`config.mk`:
```
export PLATFORM = sky130hd
export DESIGN_NAME = dds_dac_sequencer
export DESIGN_NICKNAME = d
export VERILOG_FILES = /design/src/rtl/dds_dac_sequencer.sv
export SDC_FILE = /design/constraint.sdc
export NUM_CORES = 1
export LEC_CHECK = 0
export BUFFER_PORTS_ARGS = -buffer_cell sky130_fd_sc_hd__buf_4
export CORE_MARGIN = 2
export CORE_UTILIZATION = 45
export CTS_BUF_LIST = sky130_fd_sc_hd__clkbuf_4
export CTS_CLUSTER_DIAMETER = 40
export DETAILED_ROUTE_END_ITERATION = 10
export GPL_TIMING_DRIVEN = 1
export PLACE_DENSITY = 0.66
export REMOVE_ABC_BUFFERS = 1
export SYNTH_ARGS = -nofsm -noshare
export SYNTH_HDL_FRONTEND = slang
export SYNTH_SLANG_ARGS = --single-unit
export TNS_END_PERCENT = 1
```
`constraint.sdc`:
```
create_clock -name sysclk -period 3.1 [get_ports sysclk]
set_input_delay 0.31 -clock sysclk [delete_from_list [all_inputs] [get_ports sysclk]]
set_output_delay 0.31 -clock sysclk [all_outputs]
set_load 0.005 [all_outputs]
```
`src/rtl/dds_dac_sequencer.sv`:
```
// rtl/dds_dac_sequencer.sv - round-robin two-channel DDS-to-DAC SPI frame sequencer
module dds_dac_sequencer #(
   parameter int CLK_DIV = 2,
   parameter int DATA_W  = 12
) (
   input  logic              sysclk,
   input  logic              reset,
   input  logic              sample_tick,
   input  logic [DATA_W-1:0] ch0_sample,
   input  logic [DATA_W-1:0] ch1_sample,
   input  logic [1:0]        ch_enable,
   input  logic              clr_status,
   output logic              spi_sck,
   output logic              spi_mosi,
   output logic              spi_cs,
   output logic              busy,
   output logic              frame_done,
   output logic              last_ch,
   output logic              overrun
);

   // Frame is {zero pad, channel bit, sample}; always 16 bits on the wire.
   localparam int         FRAME_PAD = 15 - DATA_W;
   localparam logic [7:0] DIV_LAST  = 8'(CLK_DIV - 1);

   typedef enum logic [1:0] {
      ST_IDLE  = 2'd0,
      ST_SHIFT = 2'd1,
      ST_GAP   = 2'd2
   } state_t;

   state_t      r_state, w_state;
   logic [7:0]  r_div_cnt, w_div_cnt;
   logic [3:0]  r_bit_cnt, w_bit_cnt;
   logic        r_high, w_high;
   logic [14:0] r_shift, w_shift;
   logic        r_sck, w_sck;
   logic        r_mosi, w_mosi;
   logic        r_cs, w_cs;
   logic        r_frame_done, w_frame_done;
   logic        r_last_ch, w_last_ch;
   logic        r_rr_next, w_rr_next;
   logic        r_overrun, w_overrun;

   logic              w_grant;
   logic [DATA_W-1:0] w_sample;
   logic [15:0]       w_frame;

   // Prefer the pointed-to channel; fall back to the other one when it is disabled.
   assign w_grant  = ch_enable[r_rr_next] ? r_rr_next : ~r_rr_next;
   assign w_sample = w_grant ? ch1_sample : ch0_sample;
   assign w_frame  = {{FRAME_PAD{1'b0}}, w_grant, w_sample};

   // Next-state and next-output computation; every register holds unless a case overrides it.
   always_comb begin
      w_state      = r_state;
      w_div_cnt    = r_div_cnt;
      w_bit_cnt    = r_bit_cnt;
      w_high       = r_high;
      w_shift      = r_shift;
      w_sck        = r_sck;
      w_mosi       = r_mosi;
      w_cs         = r_cs;
      w_frame_done = 1'b0;
      w_last_ch    = r_last_ch;
      w_rr_next    = r_rr_next;
      w_overrun    = r_overrun;

      // Clear first so that an overrunning tick in the same cycle wins.
      if (clr_status) begin
         w_overrun = 1'b0;
      end

      case (r_state)
         ST_IDLE: begin
            if (sample_tick && (ch_enable != 2'b00)) begin
               w_state   = ST_SHIFT;
               w_div_cnt = 8'd0;
               w_bit_cnt = 4'd15;
               w_high    = 1'b0;
               w_shift   = w_frame[14:0];
               w_mosi    = w_frame[15];
               w_sck     = 1'b0;
               w_cs      = 1'b0;
               w_last_ch = w_grant;
               w_rr_next = ~w_grant;
            end
         end
         ST_SHIFT: begin
            if (sample_tick) begin
               w_overrun = 1'b1;
            end
            if (r_div_cnt == DIV_LAST) begin
               w_div_cnt = 8'd0;
               if (!r_high) begin
                  w_high = 1'b1;
                  w_sck  = 1'b1;
               end else if (r_bit_cnt == 4'd0) begin
                  w_state      = ST_GAP;
                  w_high       = 1'b0;
                  w_sck        = 1'b0;
                  w_mosi       = 1'b0;
                  w_cs         = 1'b1;
                  w_frame_done = 1'b1;
               end else begin
                  w_bit_cnt = r_bit_cnt - 4'd1;
                  w_high    = 1'b0;
                  w_sck     = 1'b0;
                  w_mosi    = r_shift[14];
                  w_shift   = {r_shift[13:0], 1'b0};
               end
            end else begin
               w_div_cnt = r_div_cnt + 8'd1;
            end
         end
         ST_GAP: begin
            if (sample_tick) begin
               w_overrun = 1'b1;
            end
            if (r_div_cnt == DIV_LAST) begin
               w_state   = ST_IDLE;
               w_div_cnt = 8'd0;
            end else begin
               w_div_cnt = r_div_cnt + 8'd1;
            end
         end
         default: begin
            w_state = ST_IDLE;
         end
      endcase
   end

   // State and output registers; reset aborts any frame and parks the link idle.
   always_ff @(posedge sysclk or negedge reset) begin
      if (!reset) begin
         r_state      <= ST_IDLE;
         r_div_cnt    <= 8'd0;
         r_bit_cnt    <= 4'd0;
         r_high       <= 1'b0;
         r_shift      <= 15'd0;
         r_sck        <= 1'b0;
         r_mosi       <= 1'b0;
         r_cs         <= 1'b1;
         r_frame_done <= 1'b0;
         r_last_ch    <= 1'b0;
         r_rr_next    <= 1'b0;
         r_overrun    <= 1'b0;
      end else begin
         r_state      <= w_state;
         r_div_cnt    <= w_div_cnt;
         r_bit_cnt    <= w_bit_cnt;
         r_high       <= w_high;
         r_shift      <= w_shift;
         r_sck        <= w_sck;
         r_mosi       <= w_mosi;
         r_cs         <= w_cs;
         r_frame_done <= w_frame_done;
         r_last_ch    <= w_last_ch;
         r_rr_next    <= w_rr_next;
         r_overrun    <= w_overrun;
      end
   end

   assign spi_sck    = r_sck;
   assign spi_mosi   = r_mosi;
   assign spi_cs     = r_cs;
   assign busy       = (r_state != ST_IDLE);
   assign frame_done = r_frame_done;
   assign last_ch    = r_last_ch;
   assign overrun    = r_overrun;

endmodule

```
# [Word level (Yosys, flattened, before mapping)]
# Index checks and enable logic that the tools add are counted.
[totals] ff_bits=36 in_bits=30 output_inout_bits=7 elab_cells=82
[op_classes] n_addsub=2 muxes=42 order_cmp=1 bitwise=2 n_eq_ne=9 reduce_logical=15
[op_table] cell="15-bit two-way mux" n=4
[op_table] cell="15-bit one-hot mux with 2 select lines" n=1
[op_table] cell="1-bit two-way mux" n=19
[op_table] cell="4-bit two-way mux" n=4
[op_table] cell="8-bit two-way mux" n=2
[op_table] cell="8-bit one-hot mux with 2 select lines" n=1
[op_table] cell="5-bit AND reduction" n=3
[op_table] cell="12-bit two-way mux" n=1
[op_table] cell="2-bit != test (second input constant)" n=6
[op_table] cell="2-bit two-way mux" n=5
[op_table] cell="8-bit by 1-bit adder with 8-bit output (second input constant)" n=1
[op_table] cell="8-bit by 1-bit equality test with 1-bit output (second input constant)" n=1
[op_table] cell="4-bit one-hot mux with 2 select lines" n=1
[op_table] cell="2-bit nonzero test" n=4
[op_table] cell="1-bit one-hot mux with 2 select lines" n=3
[op_table] cell="2-bit one-hot mux with 3 select lines" n=1
[op_table] cell="4-bit zero test" n=1
[op_table] cell="2-bit AND reduction" n=2
[op_table] cell="4-bit AND reduction" n=1
[op_table] cell="4-bit by 1-bit subtractor with 4-bit output (second input constant)" n=1
[op_table] cell="3-bit AND reduction" n=1
[op_table] cell="2-bit by 1-bit equality test with 1-bit output (second input constant)" n=1
[op_table] cell="2-bit equality test (second input constant)" n=1
[op_table] cell="2-bit zero test" n=1
[op_table] cell="4 further kinds" n=5

# [Logic depth before layout (Yosys ltp)]
[logic_depth] ltp_word=6 ltp_mapped=8 ltp_nobuf=6

# [Worst setup path before layout]
# OpenSTA, ideal clock, no wires.
[synth_timing] path_type="register to register" from="register r_div_cnt[4]" to="register r_shift[10]" n_path_buf=3 stages_incl_launch_ff=8 t_required_ps=2963 arrival_time_ps=1944 period_less_slack_ps=2081 setup_time_ps=137 setup_slack_ps=1019 cell_sequence="dfrtp_1 -> buf_6 -> or4_4 -> buf_6 -> nor3_4 -> buf_6 -> mux2i_1 -> a221oi_2"
[synth_via] elab_chain_cells=3
[synth_rtl] element="start: declaration" line="33" source="logic [7:0] r_div_cnt, w_div_cnt;"
[synth_rtl] element="start signal: assignment" line="150" source="r_div_cnt <= w_div_cnt;"
[synth_rtl] element="8-bit by 1-bit equality test with 1-bit output" line="93" source="if (r_div_cnt == DIV_LAST) begin"
[synth_rtl] element="2-bit != test (no source line)"
[synth_rtl] element="5-bit AND reduction (no source line)"
[synth_rtl] element="end signal: assignment" line="153" source="r_shift <= w_shift;"
[synth_rtl] element="end: declaration" line="36" source="logic [14:0] r_shift, w_shift;"
# Every way passes these cells.
# A chain may end at the register's enable or synchronous reset.

# [Worst setup path after layout]
[layout_timing] from="register r_state[1]" to="register r_bit_cnt[1]"
[layout_via] elab_chain_cells=3 word_cells_on_any_way=9 cone_classes="eq/ne (5); mux (1); reduce/logical (3)"
[layout_rtl] element="start: declaration" line="32" source="state_t r_state, w_state;"
[layout_rtl] element="start signal: assignment" line="149" source="r_state <= w_state;"
[layout_rtl] element="2-bit by 1-bit equality test with 1-bit output or 2-bit zero test (tied branches)" line="74" source="case (r_state)"
[layout_rtl] element="2-bit != test (no source line) or 2-bit nonzero test (tied branches)"
[layout_rtl] element="5-bit AND reduction (no source line)"
[layout_rtl] element="end signal: assignment" line="151" source="r_bit_cnt <= w_bit_cnt;"
[layout_rtl] element="end: declaration" line="34" source="logic [3:0] r_bit_cnt, w_bit_cnt;"
# Several ways; a longest one is shown, not always the timed one.

==> reports/summary.txt <==
FLOORPLANNING
--------------------------------------------------------------------------------------
I/O pin cnt                                                                         37
Die Y                                                                          74.5 um
Area of the core region                                                      4750 um^2
Row count                                                                           25
Overall die width                                                              74.5 um
Starting Density                                                                 0.471
Die Footprint                                                                5550 um^2

GRT
--------------------------------------------------------------------------------------
Number of antenna violations at the first check in global routing                    0
Number of global-route vias before repair                                         1866
First-pass GRT wire length                                                     8780 um
Largest net degree at the start of global routing                                   37
Remaining global-route overflow                                                      0
Global routing usage summed across all routing layers                            0.205

CLOCK NETWORK
--------------------------------------------------------------------------------------
Number of buffers added for setup after CTS                                          0
Clock Root Buffer                                                             clkbuf_4
Maximum buffer depth of the clock tree                                               2
Sink Count                                                                          36
CTS buffer count                                                                     5
Number of H-tree levels                                                              2
Clk slew on worst S/H paths                                                    0.12 ns
Clock Latency Late Sink                                                        0.34 ns
Clock tree from TritonCTS                                                          yes

TIMING
--------------------------------------------------------------------------------------
Worst hold slack after final layout                                           0.144 ns
Unrepaired setup endpoints after global routing                                  false
Final worst path period need                                                   2.53 ns
Total of endpoints with negative setup slack in the final report                     0
Total Negative Setup Slacks                                                       0 ns
Share of the clock period used by the worst path after layout                    0.816
Transition time at the pin with the least slew margin                         0.648 ns
Worst-case headroom to the max-slew limit                                        0.565
Setup WS post-layout                                                          0.572 ns
Hold Fails Final Rpt                                                                 0
Slew Limit Fails                                                                     0
Clock skew after layout                                                     0.00966 ns
Max frequency                                                                  396 MHz

POWER
--------------------------------------------------------------------------------------
Leakage power summed over all cells                                            1.18 nW
IR Drop Worst-Case VDD                                                        0.236 mV
Pwr per Cell Area                                                          323 nW/um^2

YOSYS
--------------------------------------------------------------------------------------
Area share of the leading cell type in the synthesized netlist                   0.391
Synth area leader                                                              dfrtp_1
Share of the synthesized area in compound gates (AO/OA/AOI/OAI)                  0.262
Adder-cell share of the synthesized area                                        0.0335
Number of synthesized flops with an enable pin                                       0
Average instance area after synthesis                                        9.14 um^2
Fraction of synthesized cell area in xor and xnor cells                              0
Fraction of the mapped netlist area in simple logic gates                        0.179
Most used standard cell by instance count after synthesis                      dfrtp_1
Main combinational cell family by area after synthesis                    compound AO/OA/AOI/OAI gates
Top cells by instance count after synthesis                               dfrtp_1, o21ai_0, inv_1
Asr flop ratio synth                                                              1.00
Number of distinct standard cells referenced by the synthesized netlist             45
Cell Area, Synth                                                             2240 um^2
Part of the Yosys area used for sequential elements                              0.403
Multiplexer share of the synthesized area                                       0.0537
Primary FF master, synth                                                       dfrtp_1
Count of state elements after synthesis                                             36
Cells after synthesis                                                              245
Yosys Warn Count                                                                     0
Top post-synthesis cells by area                                          dfrtp_1, mux2i_1, a211oi_1, o21ai_0, and3_1

WORST SETUP PATH
--------------------------------------------------------------------------------------
Worst Path Max Fanout                                                               12
Arrival time worst endpoint                                                    2.80 ns
Kind of start point of the critical path                                      register
Path depth of the worst reg2reg path                                                 6
Type of element capturing the critical path                                   register
WS Path Type                                                                reg -> reg
Required @ worst endpoint                                                      3.37 ns

FINISH
--------------------------------------------------------------------------------------
Ratio of cells with drive above 1 in the final layout                            0.191
Synthesis-to-finish area growth                                                  18.4%
Total Nets Final                                                                   318
Final core utilization                                                           0.558
Antenna cells                                                                        0

ROUTE
--------------------------------------------------------------------------------------
Total number of vias                                                              1994
1st-pass router iterations                                                           4
Violation count after the first detailed-routing iteration                         162
DRT Wirelength                                                                 5100 um
Routed len/inst                                                                14.6 um
Vias per inst                                                                     5.70
DRC violations left                                                                  0
Remaining number of nets flagged by the antenna check after routing                  0

JOB
--------------------------------------------------------------------------------------
Max-cap violation count                                                              0

OUTCOME
--------------------------------------------------------------------------------------
Status                                                                    finished, final reports clean

PLACE
--------------------------------------------------------------------------------------
Count of input and output buffers                                                   36
Global placement routability congestion                                          0.762
Dpl ws                                                                        0.582 ns
HPWL Detailed                                                                  3790 um

MIN PATH
--------------------------------------------------------------------------------------
Worst Hold Class                                                             in -> reg
Cell count of the worst hold path                                                    2

-- per-layer routing --
layer | part of all wire | wire length [um] | track usage | vias up
met3 | 0.047 | 240 | 0.0474 | 4
met2 | 0.46 | 2360 | 0.324 | 61
li1 | - | - | - | 1004
met5 | 0 | 0 | 0 | -
met4 | 0.0082 | 42 | 0.0675 | 0
met1 | 0.48 | 2460 | 0.279 | 925
-- cells in the final DEF, fill, tap and decap left out, types with 6 or more instances in the layout --
| master | n |
|---|---|
| inv_1 | 21 |
| dfrtp_1 | 35 |
| ha_1 | 6 |
| nor2_1 | 7 |
| a211oi_1 | 16 |
| nand3_1 | 7 |
| and3_1 | 14 |
| a221oi_1 | 9 |
| mux2i_1 | 12 |
| buf_4 | 42 |
| o21ai_0 | 23 |
| a21oi_1 | 7 |
| nand2_1 | 19 |
-- power breakdown --
group          internal, W  switching (W)
Sequential        0.000470    0.000000448
Combinational    0.0000303      0.0000240
Clock             0.000165       0.000166
Total             0.000665       0.000190
-- stage by stage --
step	instances	instance area, um^2	power [W]
3_5_place_dp	341	2570	0.000535
2_1_floorplan	232	2170	0.000491
4_1_cts	350	2650	0.000866
6_report	350	2650	0.000856
3_3_place_gp	341	2570	0.000534
5_1_grt	350	2650	0.000893
-- kinds of logic (layout without fill, tap and decap cells) --
logic type      Yosys count  count (layout)
buf+inv                  35              73
fa+ha+maj                 6               6
flops                    36              36
compound gates           84              84
simple gates             72              72
mux                      12              12
-- repair_timing --
item | CTS | global route
endpoints found under the hold margin | 35 | 0
hold buffers | 1 | 0
resized for setup | 0 | 0
-- registers in the layout, summed over array words and instances (netlist names) --
signal / count
frame_done: 1
r_bit_cnt: 4
overrun: 1
last_ch: 1
spi_cs: 1
r_div_cnt: 8
r_rr_next: 1
r_state: 2
spi_sck: 1
r_shift: 15
spi_mosi: 1
-- layout make-up --
cell class	count	area, um^2
fill	463	2100
tap	67	83.8
inverter	22	82.6
clock buffer	5	37.5
timing repair buffer	43	325
sequential	36	902
clock inverter	3	37.5
multi-input combinational	174	1180
-- final timing paths --
path	startpoint	slack, ns	end
max	r_state[1]	0.57	r_bit_cnt[1]
min	clr_status	0.14	overrun
max reg2reg	r_state[1]	0.57	r_bit_cnt[1]
min reg2reg	spi_cs	0.50	spi_cs
max in group asynchronous	reset	2.31	spi_cs
min in group asynchronous	reset	0.45	r_bit_cnt[0]
-- worst max-delay path: stages, from the launching register on --
cell	delay (ns)
dfrtp_1	0.41
inv_1	0.08
ha_1	0.45
clkinv_1	0.34
o21ai_1	0.61
o21ai_0	0.32
a22oi_1	0.24
No activity file was read; power rests on OpenSTA's default activity.
